**config.mk**
```make
export PLATFORM = sky130hd
export DESIGN_NAME = mc_maindec
export DESIGN_NICKNAME = d
export VERILOG_FILES = /design/src/rtl/mips_decls_p.sv /design/src/rtl/mc_outdec.sv /design/src/rtl/mc_maindec.sv
export SDC_FILE = /design/constraint.sdc
export NUM_CORES = 1
export LEC_CHECK = 0
export BUFFER_PORTS_ARGS = -buffer_cell sky130_fd_sc_hd__buf_2
export CAP_MARGIN = 20
export CORE_AREA = 5 5 71 67
export DETAILED_ROUTE_END_ITERATION = 7
export DIE_AREA = 0 0 76 72
export HOLD_SLACK_MARGIN = 0.15
export PLACE_DENSITY = 0.47
export SETUP_SLACK_MARGIN = 0.4
export SLEW_MARGIN = 20
export SYNTH_ARGS = -nofsm -noshare
export SYNTH_HDL_FRONTEND = slang
export SYNTH_SLANG_ARGS = --single-unit
```
**constraint.sdc**
```tcl
create_clock -name i_clk -period 5.74 [get_ports i_clk]
set_input_delay 0.287 -clock i_clk [delete_from_list [all_inputs] [get_ports i_clk]]
set_output_delay 0.287 -clock i_clk [all_outputs]
set_load 0.02 [all_outputs]
```
**src/rtl/mips_decls_p.sv**
```systemverilog
// Shared MIPS controller declarations: opcodes, function codes, ALU op classes,
// multicycle FSM states and the per-state control vector.
package mips_decls_p;

    typedef enum logic [5:0] {
        OP_RTYPE = 6'h00,
        OP_J     = 6'h02,
        OP_JAL   = 6'h03,
        OP_BEQ   = 6'h04,
        OP_BNE   = 6'h05,
        OP_ADDI  = 6'h08,
        OP_LW    = 6'h23,
        OP_SW    = 6'h2b
    } opcode_t;

    typedef logic [5:0] funct_t;

    localparam funct_t F_JR = 6'h08;

    localparam logic [1:0] ALUOP_ADD   = 2'b00;
    localparam logic [1:0] ALUOP_SUB   = 2'b01;
    localparam logic [1:0] ALUOP_FUNCT = 2'b10;

    typedef enum logic [3:0] {
        FETCH   = 4'd0,
        DECODE  = 4'd1,
        MEMADR  = 4'd2,
        MEMRD   = 4'd3,
        MEMWB   = 4'd4,
        MEMWR   = 4'd5,
        RTYPEEX = 4'd6,
        ALUWB   = 4'd7,
        BEQEX   = 4'd8,
        ADDIEX  = 4'd9,
        ADDIWB  = 4'd10,
        JEX     = 4'd11,
        JALEX   = 4'd12,
        JREX    = 4'd13,
        BNEEX   = 4'd14,
        FAULT   = 4'd15
    } statetype_t;

    // ready_gated marks states whose write strobes only fire in the mem_ready cycle
    typedef struct packed {
        logic       mem_req;
        logic       pcwrite;
        logic       irwrite;
        logic       regwrite;
        logic       memwrite;
        logic       iord;
        logic       memtoreg;
        logic       regdst;
        logic       alusrca;
        logic       jal;
        logic       branch;
        logic       branch_ne;
        logic       ready_gated;
        logic       fault;
        logic [1:0] alusrcb;
        logic [1:0] pcsrc;
        logic [1:0] aluop;
    } ctrl_t;

endpackage

```
**src/rtl/mc_outdec.sv**
```systemverilog
// Combinational state -> datapath control decode for the multicycle controller.
module mc_outdec
    import mips_decls_p::*;
(
    input  statetype_t i_state,
    output ctrl_t      o_ctrl
);

    always_comb begin
        o_ctrl = '0;
        case (i_state)
            FETCH: begin
                o_ctrl.mem_req     = 1'b1;
                o_ctrl.pcwrite     = 1'b1;
                o_ctrl.irwrite     = 1'b1;
                o_ctrl.ready_gated = 1'b1;
                o_ctrl.alusrcb     = 2'b01;
                o_ctrl.aluop       = ALUOP_ADD;
            end
            DECODE: o_ctrl.alusrcb = 2'b11;
            MEMADR: begin
                o_ctrl.alusrca = 1'b1;
                o_ctrl.alusrcb = 2'b10;
            end
            MEMRD: begin
                o_ctrl.mem_req = 1'b1;
                o_ctrl.iord    = 1'b1;
            end
            MEMWB: begin
                o_ctrl.regwrite = 1'b1;
                o_ctrl.memtoreg = 1'b1;
            end
            MEMWR: begin
                o_ctrl.mem_req     = 1'b1;
                o_ctrl.iord        = 1'b1;
                o_ctrl.memwrite    = 1'b1;
                o_ctrl.ready_gated = 1'b1;
            end
            RTYPEEX: begin
                o_ctrl.alusrca = 1'b1;
                o_ctrl.aluop   = ALUOP_FUNCT;
            end
            ALUWB: begin
                o_ctrl.regwrite = 1'b1;
                o_ctrl.regdst   = 1'b1;
            end
            BEQEX, BNEEX: begin
                o_ctrl.alusrca   = 1'b1;
                o_ctrl.aluop     = ALUOP_SUB;
                o_ctrl.pcsrc     = 2'b01;
                o_ctrl.branch    = 1'b1;
                o_ctrl.branch_ne = (i_state == BNEEX);
            end
            ADDIEX: begin
                o_ctrl.alusrca = 1'b1;
                o_ctrl.alusrcb = 2'b10;
            end
            ADDIWB: o_ctrl.regwrite = 1'b1;
            JEX: begin
                o_ctrl.pcsrc   = 2'b10;
                o_ctrl.pcwrite = 1'b1;
            end
            JALEX: begin
                o_ctrl.pcsrc    = 2'b10;
                o_ctrl.pcwrite  = 1'b1;
                o_ctrl.regwrite = 1'b1;
                o_ctrl.jal      = 1'b1;
            end
            JREX: begin
                o_ctrl.pcsrc   = 2'b11;
                o_ctrl.pcwrite = 1'b1;
            end
            FAULT: o_ctrl.fault = 1'b1;
            default: o_ctrl = '0;
        endcase
    end

endmodule

```
**src/rtl/mc_maindec.sv**
```systemverilog
// Multicycle MIPS main decoder FSM with memory handshake, wait timeout and sticky fault.
// Define MC_MAINDEC_BNE_EN to decode BNE; otherwise BNE is treated as illegal.
module mc_maindec
    import mips_decls_p::*;
#(
    parameter int MEM_TIMEOUT = 16
)
(
    input  logic       i_clk,
    input  logic       i_reset_n,
    input  logic [5:0] i_opcode,
    input  logic [5:0] i_funct,
    input  logic       i_zero,
    input  logic       i_mem_ready,
    output logic       o_mem_req,
    output logic       o_pcwrite,
    output logic       o_irwrite,
    output logic       o_regwrite,
    output logic       o_memwrite,
    output logic       o_iord,
    output logic       o_memtoreg,
    output logic       o_regdst,
    output logic       o_alusrca,
    output logic       o_jal,
    output logic       o_pcen,
    output logic [1:0] o_alusrcb,
    output logic [1:0] o_pcsrc,
    output logic [1:0] o_aluop,
    output logic       o_fault,
    output logic [3:0] o_state
);

    localparam int CNT_W = (MEM_TIMEOUT > 0) ? $clog2(MEM_TIMEOUT + 1) : 1;
    localparam logic [CNT_W-1:0] CNT_LAST = (MEM_TIMEOUT > 0) ? CNT_W'(MEM_TIMEOUT - 1) : '0;

    statetype_t       r_state;
    statetype_t       w_next;
    logic [CNT_W-1:0] r_cnt;
    logic [CNT_W-1:0] w_cnt_next;
    ctrl_t            w_ctrl;
    logic             w_timeout;
    logic             w_gate;

    mc_outdec u_outdec (
        .i_state (r_state),
        .o_ctrl  (w_ctrl)
    );

    // mem_ready in the last allowed wait cycle still completes the access
    assign w_timeout = (MEM_TIMEOUT != 0) && w_ctrl.mem_req && !i_mem_ready && (r_cnt == CNT_LAST);

    always_comb begin
        w_next = r_state;
        case (r_state)
            FETCH: begin
                if (i_mem_ready)    w_next = DECODE;
                else if (w_timeout) w_next = FAULT;
            end
            DECODE: begin
                case (i_opcode)
                    OP_LW, OP_SW: w_next = MEMADR;
                    OP_RTYPE:     w_next = (i_funct == F_JR) ? JREX : RTYPEEX;
                    OP_BEQ:       w_next = BEQEX;
                    OP_ADDI:      w_next = ADDIEX;
                    OP_J:         w_next = JEX;
                    OP_JAL:       w_next = JALEX;
`ifdef MC_MAINDEC_BNE_EN
                    OP_BNE:       w_next = BNEEX;
`endif
                    default:      w_next = FAULT;
                endcase
            end
            MEMADR:  w_next = (i_opcode == OP_LW) ? MEMRD : MEMWR;
            MEMRD: begin
                if (i_mem_ready)    w_next = MEMWB;
                else if (w_timeout) w_next = FAULT;
            end
            MEMWR: begin
                if (i_mem_ready)    w_next = FETCH;
                else if (w_timeout) w_next = FAULT;
            end
            RTYPEEX: w_next = ALUWB;
            ADDIEX:  w_next = ADDIWB;
            FAULT:   w_next = FAULT;
            default: w_next = FETCH;
        endcase
    end

    always_comb begin
        if (i_mem_ready || (w_next != r_state))
            w_cnt_next = '0;
        else if (w_ctrl.mem_req && (r_cnt != '1))
            w_cnt_next = r_cnt + CNT_W'(1);
        else
            w_cnt_next = r_cnt;
    end

    always_ff @(posedge i_clk or negedge i_reset_n) begin
        if (!i_reset_n) begin
            r_state <= FETCH;
            r_cnt   <= '0;
        end else begin
            r_state <= w_next;
            r_cnt   <= w_cnt_next;
        end
    end

    assign w_gate = w_ctrl.ready_gated ? i_mem_ready : 1'b1;

    assign o_mem_req  = w_ctrl.mem_req;
    assign o_pcwrite  = w_ctrl.pcwrite & w_gate;
    assign o_irwrite  = w_ctrl.irwrite & w_gate;
    assign o_memwrite = w_ctrl.memwrite & w_gate;
    assign o_regwrite = w_ctrl.regwrite;
    assign o_iord     = w_ctrl.iord;
    assign o_memtoreg = w_ctrl.memtoreg;
    assign o_regdst   = w_ctrl.regdst;
    assign o_alusrca  = w_ctrl.alusrca;
    assign o_jal      = w_ctrl.jal;
    assign o_pcen     = o_pcwrite | (w_ctrl.branch & (i_zero ^ w_ctrl.branch_ne));
    assign o_alusrcb  = w_ctrl.alusrcb;
    assign o_pcsrc    = w_ctrl.pcsrc;
    assign o_aluop    = w_ctrl.aluop;
    assign o_fault    = w_ctrl.fault;
    assign o_state    = r_state;

endmodule

```
Word-level counts from Yosys, hierarchy flattened
Index checks and enable logic that the tools add are counted.

cells by class
  bitwise operators = 6
  eq/ne operators = 25
  reductions and logical operators = 18
  add/sub/neg operators = 1
  mux-type cells = 27

operators by type and width
  kind                                                  count
  equality test 4 bit (second input constant)           8
  case mux 4 bit (8 select lines)                       1
  case mux 4 bit (6 select lines)                       1
  two-way mux 4 bit                                     5
  equality test 4 x 3 -> 1 bit (second input constant)  4
  two-way mux 1 bit                                     13
  equality test 6 x 2 -> 1 bit (second input constant)  2
  equality test 6 x 4 -> 1 bit (second input constant)  2
  equality test 6 bit (second input constant)           2
  case mux 2 bit (3 select lines)                       2
  OR reduction 2 bit                                    6
  two-way mux 5 bit                                     2
  equality test 4 x 2 -> 1 bit (second input constant)  2
  OR reduction 4 bit                                    2
  equality test 6 x 3 -> 1 bit (second input constant)  1
  logical NOT 6 bit                                     1
  adder 5 x 1 -> 5 bit (second input constant)          1
  equality test 5 x 4 -> 1 bit (second input constant)  1
  inequality test 5 bit (second input constant)         1
  OR reduction 5 bit                                    1
  bitwise AND 1 bit                                     4
  equality test 4 x 1 -> 1 bit (second input constant)  1
  logical NOT 4 bit                                     1
  inequality test 4 bit                                 1
  other kinds (10)                                      12

word-level totals
  register bits = 9
  word-level logic and storage cells = 79
  input port bits = 16
  output and inout port bits = 22

Logic depth before layout (Yosys ltp)
  depth in word-level cells = 11
  depth in mapped cells = 9
  mapped depth without buffers = 9

Hierarchy
Synthesis repeated with hierarchy kept, for this count alone.

second synthesis, totals
  cell total of the unflattened synthesis = 171
  area, all modules = 1281.2 um^2

by module, submodules not included
  module      area each (um^2)  sequential area each (um^2)  instances  cells an instance
  mc_maindec  1023.5            225.2                        1          130
  mc_outdec   257.7             0.0                          1          41

Worst setup path before layout
No wires, ideal clock.

  path kind = register -> register
  start = reg r_cnt[0]
  end = reg r_cnt[0]
  period minus slack after synthesis = 2.089 ns
  path buffers = 0
  setup slack = 3.651 ns
  data arrival time = 2.017 ns
  cell stages (with the launch flop) = 10
  required time = 5.668 ns
  setup time = 0.072 ns
  path through = dfrtp_1 ha_1 and3_1 ha_1 nor2b_1 maj3_1 a2bb2oi_1 o31ai_2 o311ai_4 nor2_1

on the way
  word-level cells in the longest chain between the ends = 8
  elaborated cells between the ends (all ways) = 15
  those cells by class = 1 x add/sub; 3 x eq/ne; 7 x mux; 4 x reduce/logical

RTL lines
  element                                                         RTL line                                              text
  from (decl)                                                     mc_maindec.sv:38                                      logic [CNT_W-1:0] r_cnt;
  from (signal assigned)                                          mc_maindec.sv:104                                     r_cnt <= w_cnt_next;
  equality test 5 x 4 -> 1 bit                                    mc_maindec.sv:50                                      assign w_timeout = (MEM_TIMEOUT != 0) && w_ctrl.mem_req && !i_mem_ready && (r_cnt == CNT_LAST);
  logical AND 1 bit                                               mc_maindec.sv:50
  two-way mux 4 bit                                               mc_maindec.sv:57, mc_maindec.sv:76, mc_maindec.sv:80
  two-way mux 4 bit (on tied branches)                            mc_maindec.sv:79, mc_maindec.sv:56, mc_maindec.sv:75
  case mux 4 bit (8 select lines)                                 mc_maindec.sv:54                                      case (r_state)
  inequality test 4 bit                                           mc_maindec.sv:90                                      if (i_mem_ready || (w_next != r_state))
  logical OR 1 bit                                                mc_maindec.sv:90
  two-way mux 5 bit / nonzero test 2 bit (equally long branches)  --

Several ways; a longest one is shown, not always the timed one. The select of a mux whose other input is x is not followed.
A chain may end at the register's enable or synchronous reset.

Worst setup path in the final report
  start = reg r_state[0] (netlist: o_state[0])
  end = reg r_cnt[3]

on the way
  word-level cells in the longest chain between the ends = 11
  elaborated cells between the ends (all ways) = 22
  those cells by class = 8 x eq/ne; 7 x mux; 7 x reduce/logical

RTL lines
  element                                                         RTL line                                              text
  from (decl)                                                     mc_maindec.sv:36                                      statetype_t r_state;
  from (signal assigned)                                          mc_maindec.sv:103                                     r_state <= w_next;
  equality test 4 x 2 -> 1 bit, or another cell as far along      mc_outdec.sv:11, mc_maindec.sv:54
  OR reduction 3 bit (no source line)                             --
  two-way mux 1 bit                                               mc_outdec.sv:11                                       case (i_state)
  logical AND 1 bit (2 in a row)                                  mc_maindec.sv:50
  two-way mux 4 bit                                               mc_maindec.sv:57, mc_maindec.sv:76, mc_maindec.sv:80
  two-way mux 4 bit (on tied branches)                            mc_maindec.sv:79, mc_maindec.sv:56, mc_maindec.sv:75
  case mux 4 bit (8 select lines)                                 mc_maindec.sv:54
  inequality test 4 bit                                           mc_maindec.sv:90
  logical OR 1 bit                                                mc_maindec.sv:90
  two-way mux 5 bit / nonzero test 2 bit (equally long branches)  --

Several ways; a longest one is shown, not always the timed one.

==> flow_metrics.env <==
export IMPL_cts_tree="done"
export IMPL_drt_initial_drc_count=51
export IMPL_synth_top_area_share_pct=19.8
export IMPL_rsz0062_at_grt="false"
export IMPL_hp_class="in2async"
export IMPL_drt_wl_total_mm=3.34
export IMPL_yosysSeqAreaShare_pct=19.8
export IMPL_dpl_instance_area_sq_um=1320
export IMPL_r2r_cells=6
export IMPL_start_kind="flip-flop"
export IMPL_crit_buf_inv=0
export IMPL_grt_max_degree=27
export IMPL_final_area_sq_um=1380
export IMPL_fin_tns_setup_ps=0
export IMPL_finalClockSkew_ps=5.06
export IMPL_drc=0
export IMPL_syn_avg_cell_area_sq_um=7.14
export IMPL_path_class="reg2reg"
export IMPL_cp_slowest_cell="dfrtp_1"
export IMPL_cts_sinks=9
export IMPL_fin_cells=236
export IMPL_fin_util_pct=34.9
export IMPL_synth_largest_area_cell="dfrtp_1"
export IMPL_synth_xor_area_share_pct=4.63
export IMPL_synthTopCellsByCount="nor2_1 (26), o21ai_0 (15), nor3_1 (12), dfrtp_1 (9), nand2_1 (9)"
export IMPL_route_vias_total=1233
export IMPL_cpMostUsedCell="nor2_1"
export IMPL_drive_above_1_share_pct=26.6
export IMPL_hold_violations=0
export IMPL_ctsRootBufferMaster="clkbuf_8"
export IMPL_ys_flop_type="dfrtp_1"
export IMPL_pre_cts_ws_ps=3350
export IMPL_outcome="completed"
export IMPL_yosysMostFrequentCell="nor2_1"
export IMPL_drv_slew=0
export IMPL_viasPerCell=5.22
export IMPL_io_buffers=37
export IMPL_insertion_delay_ps=240
export IMPL_fmax_mhz=408
export IMPL_dp_cells=231
export IMPL_synthSimpleGateAreaFrac_pct=31.0
export IMPL_cts_resized=0
export IMPL_worst_pin_slew_ps=798
export IMPL_min_period_over_period_pct=42.7
export IMPL_path_depth=6
export IMPL_num_rows=22
export IMPL_synth_area_sq_um=1130
export IMPL_synthToLayoutAreaGrowth_pct=21.2
export IMPL_die_y_um=72
export IMPL_start_util_pct=28.8
export IMPL_synth_top_family_by_area="simple AND/OR/NAND/NOR gates"
export IMPL_coreArea_sq_um=3940
export IMPL_cp_end_kind="flip-flop"
export IMPL_grt_pass1_vias=1214
export IMPL_io_pins=38
export IMPL_hold_ws_ps=429
export IMPL_htree_levels=1
export IMPL_synthAdderAreaFrac_pct=4.19
export IMPL_cp_max_fo=19
export IMPL_critical_path_arrival_ps=2560
export IMPL_syn_inst=159
export IMPL_p_leak_nw=0.632
export IMPL_grt_pass1_wl_mm=5.64
export IMPL_firstDrtPassIters=4
export IMPL_grtUsageTotal_pct=12.2
export IMPL_finalPower_mw=0.757
export IMPL_synth_mux_area_share_pct=1.76
export IMPL_dieArea_sq_um=5470
export IMPL_numCtsBuffers=3
export IMPL_die_x_um=76
export IMPL_peakVddDrop_v=0.000201
export IMPL_crit_chain="nand2_1, o22ai_1, or3b_1, nor2_1, xnor2_1, nor2_1"
export IMPL_cp_data_required_time_ps=5850
export IMPL_ys_warn_count=0
export IMPL_detail_route_antenna_nets=0
export IMPL_ys_ff_latch=9
export IMPL_fin_crit_ps=2450
export IMPL_gp_congestion=0.755
export IMPL_synth_nets=178
export IMPL_synth_cell_type_count=48
export IMPL_cts_clk_slew_worst_paths_ps=50
export IMPL_drv_cap=0
export IMPL_finalSetupViolCount=0
export IMPL_antenna_found_initial=0
export IMPL_dp_hpwl_mm=2.59
export IMPL_nets=208
export IMPL_wl_per_cell_um=14.1
export IMPL_slowest_delay_ps=720
export IMPL_diodes=0
export IMPL_ys_async_sr_fraction_pct=100
export IMPL_fin_ws_ps=3290
export IMPL_synth_edf_count=0
export IMPL_synth_area_leaders="dfrtp_1 (20%), nor2_1 (8.6%), o21ai_0 (6.6%)"
export IMPL_cts_buffer_depth=2
export IMPL_slew_limit_headroom_pct=46.8
export IMPL_power_density_nw_per_um2=551
export IMPL_grt_overflow=0
export IMPL_synth_compound_area_share_pct=30.9
export IMPL_critPathTopFamily="simple AND/OR/NAND/NOR gates"
==> final cells by class <==
| type | instances | area [sq um] |
|---|---|---|
| Clock inverter | 1 | 5.00 |
| Timing Repair Buffer | 38 | 195 |
| Inverter | 7 | 26.3 |
| Clock buffer | 3 | 41.3 |
| Multi-Input combinational cell | 130 | 822 |
| Fill cell | 441 | 2560 |
| Sequential cell | 9 | 225 |
| Tap cell | 48 | 60.1 |
==> flip-flops by register name, summed over array words and instances, names as in the netlist <==
| register | count |
|---|---|
| o_state | 4 |
| r_cnt | 5 |
==> path summary, 6_finish.rpt <==
| path | start | to | slack [ps] |
|---|---|---|---|
| setup / recovery | o_state[0]$_DFF_PN0_ | r_cnt[3]$_DFFE_PN0P_ | 3290 |
| min in group i_clk | i_mem_ready | r_cnt[1]$_DFFE_PN0P_ | 520 |
| max in group asynchronous | i_reset_n | r_cnt[3]$_DFFE_PN0P_ | 5130 |
| hold reg to reg | r_cnt[1]$_DFFE_PN0P_ | r_cnt[1]$_DFFE_PN0P_ | 550 |
| hold / removal | i_reset_n | r_cnt[4]$_DFFE_PN0P_ | 430 |
| setup reg to reg | o_state[0]$_DFF_PN0_ | r_cnt[3]$_DFFE_PN0P_ | 3290 |
==> what timing repair did <==
item,in CTS,in global routing
hold endpoints to repair,9,0
endpoints found under the setup margin,0,0
hold buffers,1,0
buffers inserted,0,0
==> placed cells by master, fill, tap and decap left out, types with 2 or more instances in the layout <==
cell	instances
buf_2	37
nor2_1	26
o21ai_0	15
nor3_1	12
nand2_1	9
dfrtp_1	9
inv_1	7
a21oi_1	6
nand2b_1	5
and2_1	4
nor2b_1	3
xor2_1	3
a31oi_1	3
xnor2_1	3
nand3_1	3
ha_1	3
clkbuf_8	3
o22ai_1	2
or2_2	2
o21a_1	2
o211ai_1	2
a21o_1	2
mux2i_1	2
==> per-layer routing <==
layer  share of wire (%)  routed length, um  GRT usage (%)  vias to the layer above
li1                    -                  -              -                      629
met1                  50               1670           16.5                      554
met2                  41               1360           18.7                       44
met3                 7.5                252           3.72                        6
met4                 1.7                 58           3.75                        0
met5                   0                  0              0                        -
==> kinds of logic (layout without fill, tap and decap cells) <==
logic type,after synthesis,in the layout
multiplexers,2,2
AND/OR/NAND/NOR,71,71
adder cells (fa/ha/maj),4,4
buffers and inverters,20,49
flip-flops,9,9
AO/OA/AOI/OAI,47,47
XOR/XNOR,6,6
==> worst reg2reg max path: cells and delay by family (launching register included) <==
| kind | cells | cell delay, ps |
|---|---|---|
| flip-flops | 1 | 720 |
| AO/OA/AOI/OAI | 1 | 390 |
| XOR/XNOR | 1 | 130 |
| AND/OR/NAND/NOR | 4 | 1080 |
==> report_power, final <==
part	internal [mW]	switching [mW]	leakage (nW)	total [mW]
clock network	0.0475	0.0272	0.0255	0.0747
logic	0.194	0.317	0.488	0.511
registers	0.0805	0.0910	0.119	0.171
total	0.322	0.435	0.632	0.757
Power figures use the tool's default switching activity.
